File: config.mk
export PLATFORM = sky130hd
export DESIGN_NAME = fetch_decode
export DESIGN_NICKNAME = d
export VERILOG_FILES = /design/src/rtl/fetch_decode.sv
export SDC_FILE = /design/constraint.sdc
export NUM_CORES = 1
export LEC_CHECK = 0
export BUFFER_PORTS_ARGS = -buffer_cell sky130_fd_sc_hd__buf_2
export CAP_MARGIN = 20
export CORE_UTILIZATION = 50
export CTS_BUF_LIST = sky130_fd_sc_hd__clkbuf_8 sky130_fd_sc_hd__clkbuf_16
export DETAILED_ROUTE_END_ITERATION = 10
export HOLD_SLACK_MARGIN = 0.02
export PLACE_DENSITY = 0.7
export SYNTH_ARGS = -nofsm -noshare
export SYNTH_HDL_FRONTEND = slang
export SYNTH_SLANG_ARGS = --single-unit
File: constraint.sdc
create_clock -name clk -period 5.2 [get_ports clk]
set_input_delay 0.52 -clock clk [delete_from_list [all_inputs] [get_ports clk]]
set_output_delay 0.52 -clock clk [all_outputs]
set_load 0.01 [all_outputs]
File: src/rtl/fetch_decode.sv
// RV32I front end: single-outstanding fetch FSM feeding a small instruction queue,
// with one registered decode/issue per cycle and fetch redirect on get_npc.
module fetch_decode #(
    parameter int unsigned IQ_DEPTH = 4,
    parameter logic [31:0] RESET_PC = 32'h0
) (
    input  logic        clk,
    input  logic        rst_n,
    output logic        imem_req,
    output logic [31:0] imem_addr,
    input  logic        imem_valid,
    input  logic [31:0] imem_rdata,
    input  logic        is_busy,
    input  logic        get_npc,
    input  logic [31:0] npc,
    output logic [6:0]  opcode,
    output logic [4:0]  rd,
    output logic [2:0]  fun3,
    output logic [4:0]  rs1,
    output logic [4:0]  rs2,
    output logic [6:0]  fun7,
    output logic [31:0] imm,
    output logic [31:0] opc,
    output logic        illegal
);

    localparam int unsigned PtrW = (IQ_DEPTH > 1) ? $clog2(IQ_DEPTH) : 1;
    localparam int unsigned CntW = PtrW + 1;

    localparam logic [6:0] OpLoad   = 7'b0000011;
    localparam logic [6:0] OpOpImm  = 7'b0010011;
    localparam logic [6:0] OpJalr   = 7'b1100111;
    localparam logic [6:0] OpStore  = 7'b0100011;
    localparam logic [6:0] OpBranch = 7'b1100011;
    localparam logic [6:0] OpLui    = 7'b0110111;
    localparam logic [6:0] OpAuipc  = 7'b0010111;
    localparam logic [6:0] OpJal    = 7'b1101111;
    localparam logic [6:0] OpOp     = 7'b0110011;

    typedef enum logic {StIdle, StWait} fetch_state_e;

    fetch_state_e    state_q;
    logic [31:0]     pc_q;
    logic            discard_q;
    logic [PtrW-1:0] head_q;
    logic [PtrW-1:0] tail_q;
    logic [CntW-1:0] count_q;

    logic [31:0] q_pc   [IQ_DEPTH];
    logic [31:0] q_word [IQ_DEPTH];

    logic        do_pop;
    logic        do_push;
    logic        queue_full;
    logic [31:0] npc_aligned;
    logic [31:0] head_word;
    logic [31:0] head_pc;
    logic [31:0] imm_dec;
    logic        legal;

    assign npc_aligned = npc & ~32'h3;
    assign head_word   = q_word[head_q];
    assign head_pc     = q_pc[head_q];
    assign queue_full  = (count_q == CntW'(IQ_DEPTH));
    assign do_pop      = !get_npc && !is_busy && (count_q != '0);
    // A response that arrives together with a redirect belongs to the old path.
    assign do_push     = (state_q == StWait) && imem_valid && !discard_q && !get_npc;

    always_comb begin
        imm_dec = '0;
        legal   = 1'b1;
        case (head_word[6:0])
            OpLoad, OpOpImm, OpJalr:
                imm_dec = {{20{head_word[31]}}, head_word[31:20]};
            OpStore:
                imm_dec = {{20{head_word[31]}}, head_word[31:25], head_word[11:7]};
            OpBranch:
                imm_dec = {{19{head_word[31]}}, head_word[31], head_word[7],
                           head_word[30:25], head_word[11:8], 1'b0};
            OpLui, OpAuipc:
                imm_dec = {head_word[31:12], 12'b0};
            OpJal:
                imm_dec = {{11{head_word[31]}}, head_word[31], head_word[19:12],
                           head_word[20], head_word[30:21], 1'b0};
            OpOp:
                imm_dec = '0;
            default:
                legal = 1'b0;
        endcase
    end

    // Queue storage carries no reset; validity is tracked by count_q.
    always_ff @(posedge clk) begin
        if (do_push) begin
            q_word[tail_q] <= imem_rdata;
            q_pc[tail_q]   <= pc_q;
        end
    end

    always_ff @(posedge clk or negedge rst_n) begin
        if (!rst_n) begin
            state_q   <= StIdle;
            pc_q      <= RESET_PC;
            discard_q <= 1'b0;
            head_q    <= '0;
            tail_q    <= '0;
            count_q   <= '0;
            imem_req  <= 1'b0;
            imem_addr <= '0;
            opcode    <= '0;
            rd        <= '0;
            fun3      <= '0;
            rs1       <= '0;
            rs2       <= '0;
            fun7      <= '0;
            imm       <= '0;
            opc       <= '0;
            illegal   <= 1'b0;
        end else begin
            if (do_pop && legal) begin
                opcode  <= head_word[6:0];
                rd      <= head_word[11:7];
                fun3    <= head_word[14:12];
                rs1     <= head_word[19:15];
                rs2     <= head_word[24:20];
                fun7    <= head_word[31:25];
                imm     <= imm_dec;
                opc     <= head_pc;
                illegal <= 1'b0;
            end else begin
                opcode  <= '0;
                rd      <= '0;
                fun3    <= '0;
                rs1     <= '0;
                rs2     <= '0;
                fun7    <= '0;
                imm     <= '0;
                opc     <= '0;
                illegal <= do_pop;
            end

            if (get_npc) begin
                head_q  <= '0;
                tail_q  <= '0;
                count_q <= '0;
            end else begin
                if (do_pop) begin
                    head_q <= head_q + 1'b1;
                end
                if (do_push) begin
                    tail_q <= tail_q + 1'b1;
                end
                count_q <= count_q + CntW'(do_push) - CntW'(do_pop);
            end

            unique case (state_q)
                StIdle: begin
                    if (get_npc) begin
                        pc_q <= npc_aligned;
                    end else if (!queue_full) begin
                        imem_req  <= 1'b1;
                        imem_addr <= pc_q;
                        state_q   <= StWait;
                    end
                end
                StWait: begin
                    if (imem_valid) begin
                        imem_req  <= 1'b0;
                        discard_q <= 1'b0;
                        state_q   <= StIdle;
                        if (get_npc) begin
                            pc_q <= npc_aligned;
                        end else if (!discard_q) begin
                            pc_q <= pc_q + 32'd4;
                        end
                    end else if (get_npc) begin
                        // Request stays up until memory answers; the answer is then dropped.
                        discard_q <= 1'b1;
                        pc_q      <= npc_aligned;
                    end
                end
                default: state_q <= StIdle;
            endcase
        end
    end

endmodule

Word level (Yosys, flattened, before mapping)
Memory sizes are Yosys's and may differ from the RTL's.
Cells that the tools add are included.

operators by class
  add/sub/neg operators = 5
  eq/ne operators = 14
  multiplexer cells = 33
  bitwise operators = 3
  reduce and logical (&&, ||, !) cells = 19

operators with widths
  kind                     count
  $mux W32                 6
  $pmux W32 S5             1
  $pmux W32 S2             1
  $add A32 B3 Y32 const B  1
  $eq A7 B6 Y1 const B     3
  $eq A7 B7 Y1 const B     3
  $mux W5                  3
  $eq A7 B5 Y1 const B     2
  $mux W7                  2
  $mux W1                  12
  $reduce_or A9 Y1         1
  $mux W2                  4
  $eq A7 B2 Y1 const B     1
  $logic_and A1 B1 Y1      6
  $mux W3                  2
  $ne A2 B2 Y1 const B     3
  $reduce_and A3 Y1        2
  $reduce_bool A2 Y1       3
  $add A2 B1 Y2 const B    2
  $ne A4 B4 Y1 const B     1
  $pmux W1 S2              2
  $add A3 B1 Y3            1
  $eq A3 B3 Y1 const B     1
  $logic_not A1 Y1         3
  other kinds (6)          8

storage, ports and cells
  register bits = 171
  bits in writable memories = 256
  bits of input ports = 69
  output and inout bits = 130
  word-level logic and storage cells = 93
  memories = 2

memory list
  name    words  bits a word  rd ports  clocked after memory_dff  write ports  RTL line  text
  q_pc    4      32           1         0                         1            49        logic [31:0] q_pc [IQ_DEPTH];
  q_word  4      32           1         0                         1            50        logic [31:0] q_word [IQ_DEPTH];

Logic depth before layout (Yosys ltp)
  word-level depth = 6
  depth in mapped cells = 12
  depth with buffers taken out = 10

Worst setup path after synthesis
OpenSTA, ideal clock, no wires.

  path type = reg2reg
  from = register state_q
  to = memory q_pc[0][0], enable pin
  library setup time = 429 ps
  data arrival time = 2812 ps
  data required time = 4771 ps
  slack = 1958 ps
  cell stages (with the launch flop) = 6
  buffers on the path = 3
  clock period less this slack = 3242 ps
  cell sequence = dfrtp_1 > clkbuf_1 > and3b_1 > clkbuf_1 > clkbuf_1 > and3_1

between the ends
  longest elaborated chain between the ends = 5

RTL lines
  element                            RTL line  text
  start: declaration                 42        fetch_state_e state_q;
  start signal: assignment           102       state_q <= StIdle;
  start signal: assignment           163       state_q <= StWait;
  start signal: assignment           170       state_q <= StIdle;
  $logic_and A1 B1 Y1 (3 in series)  67        assign do_push = (state_q == StWait) && imem_valid && !discard_q && !get_npc;
  $mux W1                            94        if (do_push) begin
  $mux W1 (implied by the code)      96        q_pc[tail_q] <= pc_q;
  end: declaration                   49

Every way passes these cells.

Worst setup path after layout
  from = register head_q[0]
  to = register opc[15]

between the ends
  longest elaborated chain between the ends = 6
  elaborated cells on any way between the ends = 15
  those cells by class = eq/ne: 9; mux: 2; reduce/logical: 2; memory: 2

RTL lines
  element                                     RTL line  text
  start: declaration                          45        logic [PtrW-1:0] head_q;
  start signal: assignment                    148       head_q <= head_q + 1'b1;
  $mem_v2 Z4 W32                              -
  $eq A7 B6 Y1, or another cell as far along  72        case (head_word[6:0])
  $reduce_or A9 Y1 (no line)                  -
  $mux W1                                     72
  $logic_and A1 B1 Y1                         120       if (do_pop && legal) begin
  $mux W32 *                                  120
  end signal: assignment                      128       opc <= head_pc;
  end: declaration                            23        output logic [31:0] opc,

Every way passes the cells marked *; elsewhere a longest branch is shown, timed or not.
A chain may end at the register's enable or synchronous reset.

==> impl_metrics.env <==
export IMPL_die_h_microns=182
export IMPL_period_needed_ns=2.97
export IMPL_synth_yosys_seq_area_share=0.742
export IMPL_finish_instance_area_sq_um=18900
export IMPL_area_growth_pct=17.3
export IMPL_wl_met3_mm=1.76
export IMPL_p_comb_frac=0.159
export IMPL_grt_pass1_wl_mm=50.9
export IMPL_die_area_sq_um=33000
export IMPL_yosys_area_top_type_share=0.477
export IMPL_drtPass1Iterations=7
export IMPL_p_int_uw=6340
export IMPL_antenna_found_initial=1
export IMPL_skew_ns=0.0111
export IMPL_cts_setup_buffers=0
export IMPL_portBuffers=196
export IMPL_period_share=0.572
export IMPL_initial_core_util=0.510
export IMPL_fin_nets=1221
export IMPL_cts_path_max_buffers=3
export IMPL_seqPwrFrac=0.486
export IMPL_viasPerCell=5.57
export IMPL_ir_worst_vdd_v=0.000292
export IMPL_hold_buffers=0
export IMPL_cts_resized=0
export IMPL_max_slew_margin=0.280
export IMPL_ys_ff_latch=427
export IMPL_yosysMostFrequentCell="edfxtp_1"
export IMPL_finalSetupTns_ns=0
export IMPL_hold_path_class="input pin to asynchronous set/reset pin"
export IMPL_slew_viol_final=0
export IMPL_overflow=0
export IMPL_setup_worst_path_end_class="register"
export IMPL_power_leakage_uw=0.00748
export IMPL_hold_viol_final=0
export IMPL_drc=0
export IMPL_core_area_sq_um=31600
export IMPL_worst_slew_pin_slew_ns=1.08
export IMPL_register_area_sq_um=12000
export IMPL_drive_above_1_share=0.320
export IMPL_setup_slack_ns=2.23
export IMPL_clkSinkCount=427
export IMPL_rsz0062_at_grt="no"
export IMPL_synthesis_area_sq_um=16100
export IMPL_finalWirelength_mm=32.4
export IMPL_yosysTopAreaCell="edfxtp_1"
export IMPL_timing_fmax_mhz=336
export IMPL_synth_edff_count=256
export IMPL_yosys_top_cells_count="edfxtp_1, dfrtp_1, mux4_2"
export IMPL_cap_viol_max_count=0
export IMPL_wl_met2_mm=15.4
export IMPL_htreeDepth=2
export IMPL_crit_arrival_ns=3.34
export IMPL_ys_flop_type="edfxtp_1"
export IMPL_swShare=0.252
export IMPL_placementRows=65
export IMPL_drtIter0Drc=612
export IMPL_p_switching_uw=2140
export IMPL_synth_area_leaders="edfxtp_1, dfrtp_1, mux4_2, mux2_2, nor2b_1"
export IMPL_grt_max_degree=89
export IMPL_boundaryPins=199
export IMPL_dr_max_layer_used="met4"
export IMPL_via_count=8810
export IMPL_n_fill_cell=2385
export IMPL_ys_async_sr_fraction=0.400
export IMPL_pre_cts_ws_ns=2.18
export IMPL_wl_per_cell_microns=20.5
export IMPL_syn_nets=1015
export IMPL_ant_nets=0
export IMPL_met1_length_mm=14.6
export IMPL_setup_violations=0
export IMPL_dp_hpwl_mm=19.3
export IMPL_pwr_density_cell_nw_per_um2=448
export IMPL_start_kind="register"
export IMPL_final_util=0.598
export IMPL_gp_congestion=0.808
export IMPL_path_clk_slew_ns=0.06
export IMPL_die_x_microns=182
export IMPL_placed_area_sq_um=17500
export IMPL_multi_input_area_sq_um=3910
export IMPL_cp_required_ns=5.56
export IMPL_ys_warn_count=0
export IMPL_cts_root_buf="clkbuf_16"
export IMPL_clkPwrFrac=0.355
export IMPL_path_class="register to register"
export IMPL_numCtsBuffers=43
export IMPL_syn_inst=938
export IMPL_syn_area_per_cell_sq_um=17.2
export IMPL_track_usage=0.202
export IMPL_grt_pass1_vias=8890
export IMPL_ys_types=56
export IMPL_worstPathMaxFanout=68
export IMPL_insertion_delay_ns=0.53
export IMPL_status="complete, no violations"
export IMPL_cts_tree="yes"
## per-layer routing
| metal | vias to the layer above | GRT usage |
|---|---|---|
| met5 | - | 0 |
| met4 | 0 | 0.0542 |
| met3 | 49 | 0.0351 |
| met2 | 305 | 0.322 |
| met1 | 4504 | 0.290 |
| li1 | 3952 | - |
## critical path, stage by stage (launching register included)
cell	delay, ns
dfrtp_4	0.76
mux4_2	0.69
nand2_1	0.22
a21oi_4	0.11
o21ai_4	0.14
buf_4	0.70
nor2b_1	0.14
## sequential cells by signal, indices dropped and copies added (netlist names), 2 cells and up
name / flops
head_q: 2
opc: 32
tail_q: 2
count_q: 3
fun7: 7
rs1: 5
fun3: 3
pc_q: 32
opcode: 7
q_word: 128
imem_addr: 32
q_pc: 128
rd: 5
imm: 32
rs2: 5
## layout make-up
cell class              instances  area share
flip-flops and latches        427       0.633
multi-input cells             446       0.207
clock buffers                  50      0.0637
repair buffers                204      0.0552
well taps                     402      0.0266
clock inverters                29      0.0106
inverters                      22     0.00436
diodes                          1    0.000132
## cell families (layout without fill, tap and decap cells)
kind of cell,count (synthesis),count (layout),share of synthesized area
flip-flops,427,427,0.742
multiplexers,95,95,0.110
AO/OA/AOI/OAI,101,101,0.0397
adder cells (fa/ha/maj),8,8,0.00667
other,0,1,0
AND/OR/NAND/NOR,223,223,0.0735
XOR/XNOR,19,19,0.0103
buffers and inverters,65,305,0.0180
## worst paths after layout
| path | cells after the start | slack [ns] | startpoint | to |
|---|---|---|---|---|
| setup / recovery | 6 | 2.23 | head_q[0] | opc[15] |
| hold / removal | 1 | 0.06 | rst_n | imm[17] |
| setup reg to reg | 6 | 2.23 | head_q[0] | opc[15] |
| hold reg to reg | 1 | 0.51 | imem_addr[26] | imem_addr[26] |
| max in group asynchronous | 2 | 3.99 | rst_n | opc[24] |
| min in group clk | 3 | 0.20 | npc[4] | pc_q[4] |
## power groups by stage
stage	Sequential (uW)	Clock [uW]	Combinational [uW]
6_report	4120	3010	1350
3_3_place_gp	4180	0	1350
3_5_place_dp	4190	0	1370
2_1_floorplan	4130	0	964
4_1_cts	4120	3070	1370
5_1_grt	4160	3190	1480
## per-stage QoR
| stage | hold slack, ns | std cells | total power [uW] |
|---|---|---|---|
| after floorplan | 0.224 | 938 | 5090 |
| after global placement | 0.487 | 1500 | 5530 |
| after detailed placement | 0.488 | 1501 | 5550 |
| after CTS | 0.0999 | 1580 | 8560 |
| after global routing | 0.140 | 1580 | 8830 |
| final | 0.0645 | 1581 | 8480 |
## cell usage in the layout (no fill, tap or decap), types with 8 or more instances in the layout
master,instances
a21oi_1,28
clkbuf_16,46
nor2b_2,10
inv_1,37
nor2_1,32
nand3_1,23
edfxtp_1,256
mux4_2,63
nand2_1,57
nor2b_1,49
dfrtp_1,169
buf_2,196
xor2_1,12
o211ai_1,8
mux2_2,29
o21ai_0,27
nand4_1,13
(Power assumes the default switching activity.)
